--- config.mk ---
export PLATFORM = sky130hd
export DESIGN_NAME = board_loader
export DESIGN_NICKNAME = d
export VERILOG_FILES = /design/src/rtl/board_pkg.sv /design/src/rtl/board_loader.sv
export SDC_FILE = /design/constraint.sdc
export NUM_CORES = 1
export LEC_CHECK = 0
export ABC_AREA = 1
export CORE_UTILIZATION = 40
export DETAILED_ROUTE_END_ITERATION = 8
export PLACE_DENSITY = 0.71
export SYNTH_ARGS = -nofsm -noshare
export SYNTH_HDL_FRONTEND = slang
export SYNTH_SLANG_ARGS = --single-unit
--- constraint.sdc ---
create_clock -name i_clk -period 1.5 [get_ports i_clk]
set_clock_uncertainty 0.15 [all_clocks]
set_input_delay 0.3 -clock i_clk [delete_from_list [all_inputs] [get_ports i_clk]]
set_output_delay 0.3 -clock i_clk [all_outputs]
set_load 0.1 [all_outputs]
--- src/rtl/board_pkg.sv ---
// Shared board definitions for the loader, renderer and movement logic.
// Holds the maze dimensions, the tile code set and the loader FSM state type.
package board_pkg;

    localparam int unsigned BOARD_COLS = 28;
    localparam int unsigned BOARD_ROWS = 31;

    typedef enum logic [3:0] {
        TILE_EMPTY = 4'd0,
        TILE_WALL  = 4'd1,
        TILE_DOT   = 4'd2,
        TILE_POWER = 4'd3,
        TILE_DOOR  = 4'd4
    } tile_e;

    typedef enum logic [1:0] {
        LD_IDLE,
        LD_FETCH,
        LD_FLUSH,
        LD_DONE
    } loader_state_e;

endpackage

--- src/rtl/board_loader.sv ---
// board_loader: copies the initial maze image from the board ROM into the live
// board RAM, one tile per cycle, counting edible tiles (dots + power pellets).
// Completion is reported over a four-phase reload/done handshake.
//
// Ports:
//   i_clk, i_rst_n        clock, asynchronous active-low reset
//   i_board_reload        reload request level from the game controller
//   o_board_reload_done   load-complete level back to the game controller
//   o_busy                high while this block owns the RAM write port
//   o_rom_addr/i_rom_data synchronous ROM read port (1-cycle latency)
//   o_ram_we/addr/wdata   board RAM write port
//   o_dot_count           edible tiles written in the current or last load
module board_loader #(
    parameter int unsigned BOARD_COLS = board_pkg::BOARD_COLS,
    parameter int unsigned BOARD_ROWS = board_pkg::BOARD_ROWS,
    parameter int unsigned TILE_W     = 4,
    parameter int unsigned ADDR_W     = 10,
    parameter int unsigned CNT_W      = 10
) (
    input  logic              i_clk,
    input  logic              i_rst_n,
    input  logic              i_board_reload,
    output logic              o_board_reload_done,
    output logic              o_busy,
    output logic [ADDR_W-1:0] o_rom_addr,
    input  logic [TILE_W-1:0] i_rom_data,
    output logic              o_ram_we,
    output logic [ADDR_W-1:0] o_ram_addr,
    output logic [TILE_W-1:0] o_ram_wdata,
    output logic [CNT_W-1:0]  o_dot_count
);
    import board_pkg::*;

    localparam int unsigned      NumTiles = BOARD_COLS * BOARD_ROWS;
    localparam logic [ADDR_W-1:0] LastAddr = ADDR_W'(NumTiles - 1);
    localparam logic [CNT_W-1:0]  CntMax   = {CNT_W{1'b1}};

    loader_state_e     r_state;
    logic [ADDR_W-1:0] r_rd_addr;
    logic [ADDR_W-1:0] r_wr_addr;
    logic              r_wr_valid;
    logic              r_done;
    logic              r_busy;
    logic [CNT_W-1:0]  r_dot_count;

    logic              w_write;
    logic              w_edible;

    // Dropping the request kills the pending write in the very cycle it is seen.
    assign w_write  = r_wr_valid & i_board_reload;
    assign w_edible = (i_rom_data == TILE_W'(TILE_DOT)) ||
                      (i_rom_data == TILE_W'(TILE_POWER));

    always_ff @(posedge i_clk or negedge i_rst_n) begin
        if (!i_rst_n) begin
            r_state     <= LD_IDLE;
            r_rd_addr   <= '0;
            r_wr_addr   <= '0;
            r_wr_valid  <= 1'b0;
            r_done      <= 1'b0;
            r_busy      <= 1'b0;
            r_dot_count <= '0;
        end else begin
            if (w_write && w_edible && (r_dot_count != CntMax)) begin
                r_dot_count <= r_dot_count + CNT_W'(1);
            end

            case (r_state)
                LD_IDLE: begin
                    r_wr_valid <= 1'b0;
                    if (i_board_reload) begin
                        r_state     <= LD_FETCH;
                        r_rd_addr   <= '0;
                        r_dot_count <= '0;
                        r_busy      <= 1'b1;
                    end
                end
                LD_FETCH: begin
                    if (!i_board_reload) begin
                        r_state    <= LD_IDLE;
                        r_wr_valid <= 1'b0;
                        r_busy     <= 1'b0;
                    end else begin
                        // Pipeline stage aligns the write address with ROM read latency.
                        r_wr_valid <= 1'b1;
                        r_wr_addr  <= r_rd_addr;
                        if (r_rd_addr == LastAddr) begin
                            r_state <= LD_FLUSH;
                        end else begin
                            r_rd_addr <= r_rd_addr + ADDR_W'(1);
                        end
                    end
                end
                LD_FLUSH: begin
                    r_wr_valid <= 1'b0;
                    r_busy     <= 1'b0;
                    if (!i_board_reload) begin
                        r_state <= LD_IDLE;
                    end else begin
                        r_state <= LD_DONE;
                        r_done  <= 1'b1;
                    end
                end
                LD_DONE: begin
                    if (!i_board_reload) begin
                        r_state <= LD_IDLE;
                        r_done  <= 1'b0;
                    end
                end
                default: begin
                    r_state <= LD_IDLE;
                end
            endcase
        end
    end

    assign o_board_reload_done = r_done;
    assign o_busy              = r_busy;
    assign o_rom_addr          = r_rd_addr;
    assign o_ram_we            = w_write;
    assign o_ram_addr          = r_wr_addr;
    assign o_ram_wdata         = i_rom_data;
    assign o_dot_count         = r_dot_count;

endmodule
==> results of run 1 <==
-- final timing paths --
kind | start | end | slack [ns] | depth (start not counted)
worst max-delay path | o_rom_addr[1]$_DFFE_PN0P_ | o_rom_addr[6]$_DFFE_PN0P_ | -0.15 | 8
worst min-delay path | i_rst_n | o_dot_count[6]$_DFF_PN0_ | 0.22 | 2
worst min register to register | o_ram_addr[3]$_DFFE_PN0P_ | o_ram_addr[3]$_DFFE_PN0P_ | 0.41 | 2
min in group i_clk | o_ram_addr[3]$_DFFE_PN0P_ | o_ram_addr[3]$_DFFE_PN0P_ | 0.41 | 2
max in group asynchronous | i_rst_n | o_dot_count[1]$_DFF_PN0_ | 0.76 | 2
worst max register to register | o_rom_addr[1]$_DFFE_PN0P_ | o_rom_addr[6]$_DFFE_PN0P_ | -0.15 | 8
-- cell usage in the layout (no fill, tap or decap), types with 2 or more instances in the layout --
master / n
sky130_fd_sc_hd__nand3_1: 10
sky130_fd_sc_hd__nand2_2: 14
sky130_fd_sc_hd__dfrtp_2: 7
sky130_fd_sc_hd__buf_6: 18
sky130_fd_sc_hd__nor3_2: 2
sky130_fd_sc_hd__xor2_1: 5
sky130_fd_sc_hd__mux2_2: 3
sky130_fd_sc_hd__clkbuf_8: 5
sky130_fd_sc_hd__or2_2: 2
sky130_fd_sc_hd__inv_2: 8
sky130_fd_sc_hd__buf_4: 41
sky130_fd_sc_hd__a21oi_1: 3
sky130_fd_sc_hd__dfrtp_4: 14
sky130_fd_sc_hd__buf_12: 39
sky130_fd_sc_hd__inv_1: 21
sky130_fd_sc_hd__nand2_4: 9
sky130_fd_sc_hd__dfrtp_1: 14
sky130_fd_sc_hd__nand2_1: 65
sky130_fd_sc_hd__ha_4: 5
sky130_fd_sc_hd__nor2_2: 10
sky130_fd_sc_hd__o21ai_1: 5
sky130_fd_sc_hd__clkinv_4: 2
sky130_fd_sc_hd__dlygate4sd2_1: 4
sky130_fd_sc_hd__nand3_2: 12
sky130_fd_sc_hd__nor2_4: 5
sky130_fd_sc_hd__nor2_1: 13
sky130_fd_sc_hd__nand4_1: 3
sky130_fd_sc_hd__o21ai_0: 6
sky130_fd_sc_hd__a21oi_2: 5
sky130_fd_sc_hd__nand3_4: 2
-- routing by layer --
metal	up-vias	part of all wire	global-route usage
li1	1041	-	-
met1	1157	0.39	0.333
met2	130	0.51	0.464
met3	31	0.067	0.0635
met4	0	0.034	0.115
met5	-	0	0
-- flip-flops by register name, indices dropped and copies added, names as in the netlist --
name                 flops
o_rom_addr              10
o_board_reload_done      1
r_wr_valid               1
o_busy                   1
o_dot_count             10
r_state                  2
o_ram_addr              10
-- cell usage after synthesis, drive strengths merged --
cell,count,share of area
nand2,87,0.17
dfrtp,35,0.43
inv,31,0.059
nor2,28,0.055
nand3,24,0.064
o21ai,13,0.032
buf,9,0.033
a21oi,8,0.020
ha,7,0.043
xor2,6,0.026
nand4,4,0.015
mux2,3,0.017
clkinv,2,0.0043
nor3,2,0.0049
or2,2,0.0062
o211ai,1,0.0037
o21bai,1,0.0092
o22ai,1,0.0031
o31ai,1,0.0037
-- cell type report --
class                           instances  area share
Tap cell                               67      0.0212
Sequential cell                        35       0.237
Timing Repair Buffer                  103       0.338
Inverter                               33      0.0367
Multi-Input combinational cell        190       0.336
Clock inverter                          3      0.0111
Clock buffer                            5      0.0174
Timing Repair inverter                  1     0.00285
-- critical path: stages (launching register included) --
cell,delay (ns)
sky130_fd_sc_hd__dfrtp_4,0.51
sky130_fd_sc_hd__ha_4,0.19
sky130_fd_sc_hd__nand2_2,0.09
sky130_fd_sc_hd__inv_2,0.07
sky130_fd_sc_hd__nand2_2,0.09
sky130_fd_sc_hd__nor2_2,0.07
sky130_fd_sc_hd__nor3_2,0.24
sky130_fd_sc_hd__nand2_1,0.10
sky130_fd_sc_hd__nand2_1,0.08
-- power by group through the flow --
stage                     sequential (mW)  clock, mW  combinational, mW
after floorplan                      1.91          0              0.805
after global placement               1.24          0               2.48
after detailed placement             1.25          0               2.52
after CTS                            1.25      0.892               2.84
after global routing                 1.28      0.936               3.30
final                                1.27      0.909               3.15
-- kinds of logic (layout without fill, tap and decap cells) --
group | Yosys count | after routing
simple gates | 147 | 149
flops | 35 | 35
xor+xnor | 6 | 6
compound gates | 25 | 25
fa+ha+maj | 7 | 7
mux | 3 | 3
buf+inv | 42 | 145
-- timing repair --
| action | 4_1_cts | 5_1_grt |
|---|---|---|
| buffers inserted | 14 | 7 |
| cloned | 3 | 0 |
| pin swaps | 5 | 17 |
| setup endpoints to repair | 42 | 44 |
| resized for setup | 41 | 56 |
==> run_summary.xml, run 1 <==
<?xml version="1.0" encoding="UTF-8"?>
<metrics>
  <group name="run_status">
    <metric name="run_status" unit="">complete, but fails checks</metric>
    <metric name="violations" unit="">setup timing</metric>
  </group>
  <group name="clock_tree">
    <metric name="clk_latency" unit="ns">0.31</metric>
    <metric name="cts_tree" unit="">done</metric>
    <metric name="cts-buffers-inserted" unit="">5</metric>
    <metric name="ctsRootBufferMaster" unit="">sky130_fd_sc_hd__clkbuf_8</metric>
    <metric name="number_of_h_tree_branching_levels" unit="">2</metric>
    <metric name="clockBufferDepth" unit="">2</metric>
    <metric name="clock-sinks" unit="">35</metric>
    <metric name="clk_pin_slew" unit="ns">0.09</metric>
    <metric name="cts_hold_buffers" unit="">0</metric>
  </group>
  <group name="logic_synthesis">
    <metric name="synthesis.area" unit="um^2">2030</metric>
    <metric name="ys_ff_latch" unit="">35</metric>
    <metric name="synthDistinctLibCells" unit="">28</metric>
    <metric name="post_synth_fa_ha_maj_area_fraction" unit="">0.0432</metric>
    <metric name="fraction_of_the_mapped_netlist_area_in_simple_logic_gates" unit="">0.316</metric>
    <metric name="main_combinational_cell_family_by_area_after_synthesis" unit="">simple AND/OR/NAND/NOR gates</metric>
    <metric name="yosys.area_share.xor_xnor" unit="">0.0259</metric>
    <metric name="syn_area_per_cell" unit="um^2">7.66</metric>
    <metric name="synth.area.mux_share" unit="">0.0166</metric>
    <metric name="synth-compound-area-share" unit="">0.0715</metric>
    <metric name="yosys_warnings" unit="">0</metric>
    <metric name="netlist_instances" unit="">265</metric>
    <metric name="synth_seq_area_share" unit="">0.432</metric>
    <metric name="synth.net_count" unit="">279</metric>
  </group>
  <group name="pwr">
    <metric name="switching_share" unit="">0.456</metric>
    <metric name="portion_of_total_power_attributed_to_the_clock_network" unit="">0.171</metric>
    <metric name="power.ir.vdd_worst" unit="uV">1500</metric>
    <metric name="post-layout-total-power" unit="mW">5.33</metric>
    <metric name="pwr-share-seq" unit="">0.238</metric>
    <metric name="power.leakage" unit="nW">1.81</metric>
    <metric name="cellPowerDensity" unit="nW/um^2">1350</metric>
    <metric name="share_comb_of_total_power" unit="">0.591</metric>
    <metric name="total_switching_power" unit="mW">2.43</metric>
    <metric name="cell_internal_pwr" unit="mW">2.90</metric>
  </group>
  <group name="timing">
    <metric name="hold_ws" unit="ns">0.220</metric>
    <metric name="slew_headroom" unit="">0.817</metric>
    <metric name="rsz0062_at_grt" unit="">yes</metric>
    <metric name="fin_crit_sh" unit="">1.10</metric>
    <metric name="clock.fmax" unit="MHz">605</metric>
    <metric name="period_minus_slack" unit="ns">1.65</metric>
    <metric name="report.final.hold_viol_count" unit="">0</metric>
    <metric name="max_transition_viols_final" unit="">0</metric>
    <metric name="final_setup_violations" unit="">35</metric>
    <metric name="final.setup.tns" unit="ns">-2.56</metric>
    <metric name="worst_slew_pin_slew" unit="ns">0.274</metric>
    <metric name="worst_slack" unit="ns">-0.152</metric>
  </group>
  <group name="floorplanning">
    <metric name="design.die.area" unit="um^2">5360</metric>
    <metric name="floorplan.rows" unit="">25</metric>
    <metric name="die_w" unit="um">73.2</metric>
    <metric name="die_h" unit="um">73.2</metric>
    <metric name="floorplan.core_area" unit="um^2">4820</metric>
    <metric name="floorplan.initialDensity" unit="">0.421</metric>
    <metric name="io_pins" unit="">44</metric>
  </group>
  <group name="placement">
    <metric name="detailedPlace.worstSlack" unit="ns">-0.352</metric>
    <metric name="detailed_place_hpwl" unit="mm">3.91</metric>
    <metric name="numPortBuffers" unit="">41</metric>
    <metric name="numPlacedInstances" unit="">405</metric>
    <metric name="finalWeightedCongestion" unit="">0.897</metric>
    <metric name="dpl-instance-area" unit="um^2">3340</metric>
  </group>
  <group name="worst_hold_path">
    <metric name="hold_removal_path_class" unit="">in -&gt; async</metric>
  </group>
  <group name="setup_path">
    <metric name="arrival" unit="ns">1.75</metric>
    <metric name="worstPathMaxFanout" unit="">3</metric>
    <metric name="endpoint_kind" unit="">flip-flop</metric>
    <metric name="cp-start-kind" unit="">flip-flop</metric>
    <metric name="cp.required" unit="ns">1.60</metric>
    <metric name="setup.worst_path.class" unit="">reg -&gt; reg</metric>
  </group>
  <group name="global_routing">
    <metric name="initial_antenna_violation_count" unit="">0</metric>
    <metric name="grt_first_pass_wirelength" unit="mm">10.8</metric>
    <metric name="first_global_vias" unit="">2195</metric>
    <metric name="grt_max_degree" unit="">36</metric>
    <metric name="grt_overflow_total" unit="">0</metric>
    <metric name="grt_usage" unit="">0.274</metric>
  </group>
  <group name="layout">
    <metric name="final_net_count" unit="">383</metric>
    <metric name="final_cells" unit="">437</metric>
    <metric name="seq_area" unit="um^2">937</metric>
    <metric name="flow.area_growth_from_synthesis" unit="%">94.9</metric>
    <metric name="fin_util" unit="">0.821</metric>
    <metric name="fillCellCount" unit="">259</metric>
    <metric name="finalInstanceArea" unit="um^2">3960</metric>
    <metric name="layout-drive-gt1-share" unit="">0.584</metric>
    <metric name="insertedDiodeCount" unit="">0</metric>
    <metric name="multi_input_comb_area" unit="um^2">1330</metric>
  </group>
  <group name="drt">
    <metric name="detailroute.via_count" unit="">2359</metric>
    <metric name="final_antenna_net_count" unit="">0</metric>
    <metric name="drt_pass1_iterations" unit="">5</metric>
    <metric name="routed_via_density" unit="">5.40</metric>
    <metric name="route.detailed.drc" unit="">0</metric>
    <metric name="detail_route.wirelength" unit="mm">7.99</metric>
    <metric name="wire_per_inst" unit="um">18.3</metric>
    <metric name="drt-initial-drc-count" unit="">159</metric>
  </group>
  <group name="run">
    <metric name="max-cap-violations" unit="">0</metric>
  </group>
</metrics>
Power figures use the tool's default switching activity.
==> run 2: changes to the inputs <==
--- a/config.mk
+++ b/config.mk
@@ -8,2 +8,3 @@
 export ABC_AREA = 1
+export ABC_CLOCK_PERIOD_IN_PS = 1500
 export CORE_UTILIZATION = 40
@@ -11,2 +12,3 @@
 export PLACE_DENSITY = 0.71
+export REMOVE_ABC_BUFFERS = 1
 export SYNTH_ARGS = -nofsm -noshare
==> constraint.sdc (replaced) <==
create_clock -name i_clk -period 1.5 [get_ports i_clk]
set_clock_uncertainty 0.15 [all_clocks]
set_input_delay 0.45 -clock i_clk [delete_from_list [all_inputs] [get_ports i_clk]]
set_output_delay 0.45 -clock i_clk [all_outputs]
set_load 0.1 [all_outputs]
==> run 2 against run 1 <==
- the flow still finishes with violations (setup timing)
- sequential share of layout area shrank 1.9 points
- hold slack gained 0.15 ns
- count of clock-buffer cells in the layout increased by 1
- cell count is 3.7% higher
- combinational power is 2% lower
- fmax fell by 4.7%
- via count increased by 6.0%
- global-route usage fell by 1.2 points
- cell area up 1.9%
- clock power up 2%
- first-iteration DRC count grew 75%
- total power shrank 1.4%
- largest cell class unchanged
- highest routed layer unchanged
==> run_summary.xml, run 2 (synthesis results as in run 1) <==
<?xml version="1.0" encoding="UTF-8"?>
<metrics>
  <group name="run_status">
    <metric name="run_status" unit="">complete, but fails checks</metric>
    <metric name="violations" unit="">setup timing</metric>
  </group>
  <group name="clock_tree">
    <metric name="cts_hold_buffers" unit="">0</metric>
    <metric name="number_of_h_tree_branching_levels" unit="">2</metric>
    <metric name="cts_tree" unit="">done</metric>
    <metric name="clock-sinks" unit="">35</metric>
    <metric name="clk_latency" unit="ns">0.30</metric>
    <metric name="ctsRootBufferMaster" unit="">sky130_fd_sc_hd__clkbuf_8</metric>
    <metric name="cts-buffers-inserted" unit="">5</metric>
    <metric name="clockBufferDepth" unit="">2</metric>
    <metric name="clk_pin_slew" unit="ns">0.09</metric>
  </group>
  <group name="setup_path">
    <metric name="timing.critical_path.max_delay_family" unit="">simple AND/OR/NAND/NOR gates</metric>
    <metric name="setup.worst_path.start" unit="">r_state[1]$_DFFE_PN0P_</metric>
    <metric name="cp.required" unit="ns">1.58</metric>
    <metric name="critical_path.slowest_cell" unit="">sky130_fd_sc_hd__dfrtp_1</metric>
    <metric name="rr_startpoint" unit="">r_state[1]$_DFFE_PN0P_</metric>
    <metric name="cp-start-kind" unit="">flip-flop</metric>
    <metric name="arrival" unit="ns">1.81</metric>
    <metric name="endpoint_kind" unit="">flip-flop</metric>
    <metric name="setup.worst_path.class" unit="">reg -&gt; reg</metric>
    <metric name="worst_r2r_endpoint" unit="">o_rom_addr[2]$_DFFE_PN0P_</metric>
    <metric name="crit_end" unit="">o_rom_addr[2]$_DFFE_PN0P_</metric>
    <metric name="worstSetupPathDepth" unit="">7</metric>
    <metric name="worstPathMaxFanout" unit="">9</metric>
    <metric name="cells_along_the_critical_path" unit="">inv_2 -&gt; ha_4 -&gt; inv_2 -&gt; buf_4 -&gt; nor3_1 -&gt; nand2_1 -&gt; nand2_1</metric>
    <metric name="r2r_slack" unit="ns">-0.23</metric>
    <metric name="length_in_cells_of_the_worst_reg_to_reg_path" unit="">7</metric>
    <metric name="cp_slowest_stage_delay" unit="ns">0.41</metric>
    <metric name="worst-path-buf-inv" unit="">3</metric>
  </group>
  <group name="timing">
    <metric name="worst_slack" unit="ns">-0.234</metric>
    <metric name="final_setup_violations" unit="">59</metric>
    <metric name="hold_ws" unit="ns">0.372</metric>
    <metric name="rsz0062_at_grt" unit="">yes</metric>
    <metric name="slew_headroom" unit="">0.749</metric>
    <metric name="period_minus_slack" unit="ns">1.73</metric>
    <metric name="worst_slew_pin_slew" unit="ns">0.375</metric>
    <metric name="report.final.hold_viol_count" unit="">0</metric>
    <metric name="clock.fmax" unit="MHz">577</metric>
    <metric name="fin_crit_sh" unit="">1.16</metric>
    <metric name="max_transition_viols_final" unit="">0</metric>
  </group>
  <group name="layout">
    <metric name="flow.area_growth_from_synthesis" unit="%">98.6</metric>
    <metric name="final_cell_mix" unit="">sky130_fd_sc_hd__nand2_1 (67), sky130_fd_sc_hd__buf_4 (53), sky130_fd_sc_hd__buf_12 (37), sky130_fd_sc_hd__dfrtp_1 (33), sky130_fd_sc_hd__buf_6 (26)</metric>
    <metric name="final_cells" unit="">453</metric>
    <metric name="most_frequent_standard_cell_in_the_layout_excluding_fill_and_tap_cells" unit="">sky130_fd_sc_hd__nand2_1</metric>
    <metric name="insertedDiodeCount" unit="">0</metric>
    <metric name="layout-drive-gt1-share" unit="">0.536</metric>
    <metric name="final_net_count" unit="">399</metric>
  </group>
  <group name="drt">
    <metric name="detail_route.wirelength" unit="mm">8.63</metric>
    <metric name="detailroute.wirelength.met3" unit="um">622</metric>
    <metric name="drt_pass1_iterations" unit="">5</metric>
    <metric name="route.detailed.drc" unit="">0</metric>
    <metric name="dr_wl_met2" unit="mm">4.56</metric>
    <metric name="final_antenna_net_count" unit="">0</metric>
    <metric name="highest-signal-layer" unit="">met4</metric>
    <metric name="drt-initial-drc-count" unit="">279</metric>
    <metric name="detailroute.via_count" unit="">2501</metric>
    <metric name="wire_per_inst" unit="um">19.1</metric>
    <metric name="routed_via_density" unit="">5.52</metric>
    <metric name="route.layer.met1.wl" unit="mm">3.05</metric>
  </group>
  <group name="placement">
    <metric name="numPortBuffers" unit="">41</metric>
    <metric name="finalWeightedCongestion" unit="">0.818</metric>
    <metric name="numPlacedInstances" unit="">405</metric>
    <metric name="detailed_place_hpwl" unit="mm">3.89</metric>
  </group>
  <group name="pwr">
    <metric name="power.ir.vdd_worst" unit="uV">1420</metric>
    <metric name="cellPowerDensity" unit="nW/um^2">1300</metric>
    <metric name="power.leakage" unit="nW">1.95</metric>
  </group>
  <group name="global_routing">
    <metric name="grt_max_degree" unit="">36</metric>
    <metric name="grt_usage" unit="">0.262</metric>
    <metric name="first_global_vias" unit="">2246</metric>
    <metric name="grt_overflow_total" unit="">0</metric>
    <metric name="initial_antenna_violation_count" unit="">0</metric>
    <metric name="grt_first_pass_wirelength" unit="mm">10.5</metric>
  </group>
  <group name="worst_hold_path">
    <metric name="hold_removal_path_class" unit="">in -&gt; async</metric>
  </group>
  <group name="floorplanning">
    <metric name="floorplan.initialDensity" unit="">0.421</metric>
    <metric name="design.die.area" unit="um^2">5360</metric>
    <metric name="io_pins" unit="">44</metric>
    <metric name="die_h" unit="um">73.2</metric>
    <metric name="die_w" unit="um">73.2</metric>
    <metric name="floorplan.core_area" unit="um^2">4820</metric>
    <metric name="floorplan.rows" unit="">25</metric>
  </group>
  <group name="run">
    <metric name="max-cap-violations" unit="">0</metric>
  </group>
</metrics>
## run 2: per-layer routing
layer,vias to the layer above,track usage
met4,0,0.0959
met1,1208,0.287
met2,180,0.490
met3,44,0.0580
met5,-,0
li1,1069,-
## run 2: stage by stage
stage	cell area (um^2)	setup TNS (ns)	setup WS (ns)	total power, mW	utilization
global route	4030	-6.52	-0.273	5.41	0.837
CTS	3620	-1.56	-0.0942	4.77	0.751
detailed placement	3140	-18.51	-0.607	3.56	0.651
global placement	3140	-17.21	-0.548	3.51	0.651
finish	4030	-4.87	-0.234	5.25	0.837
floorplan	1960	-18.07	-0.821	2.49	-
## run 2: timing repair
action                                  CTS  global route
endpoints found under the setup margin   60            66
gates cloned                              2             0
pin swaps                                 3            29
buffers inserted                         28            15
gates resized for setup                  65            81
## run 2: worst min path at each step
stage                                start                               to  slack (ns)
floorplan                          i_rst_n  o_board_reload_done$_DFFE_PN0P_       0.004
global placement    r_wr_valid$_DFFE_PN0P_           r_wr_valid$_DFFE_PN0P_        0.35
detailed placement  r_wr_valid$_DFFE_PN0P_           r_wr_valid$_DFFE_PN0P_        0.35
CTS                         i_board_reload         o_dot_count[9]$_DFF_PN0_        0.36
global route                i_board_reload         o_dot_count[2]$_DFF_PN0_        0.38
finish                             i_rst_n  o_board_reload_done$_DFFE_PN0P_        0.37
## run 2: final cells by class
type | count | area [um^2]
timing repair buffer | 120 | 1470
multi-input combinational | 189 | 1330
sequential | 35 | 878
fill | 236 | 787
inverter | 33 | 139
tap | 67 | 83.8
clock buffer | 6 | 82.6
clock inverter | 2 | 35.0
timing repair inverter | 1 | 11.3
## run 2: power breakdown
group | switching [mW] | internal, mW
Combinational | 1.82 | 1.26
Clock | 0.388 | 0.539
Sequential | 0.161 | 1.08
Total | 2.37 | 2.88
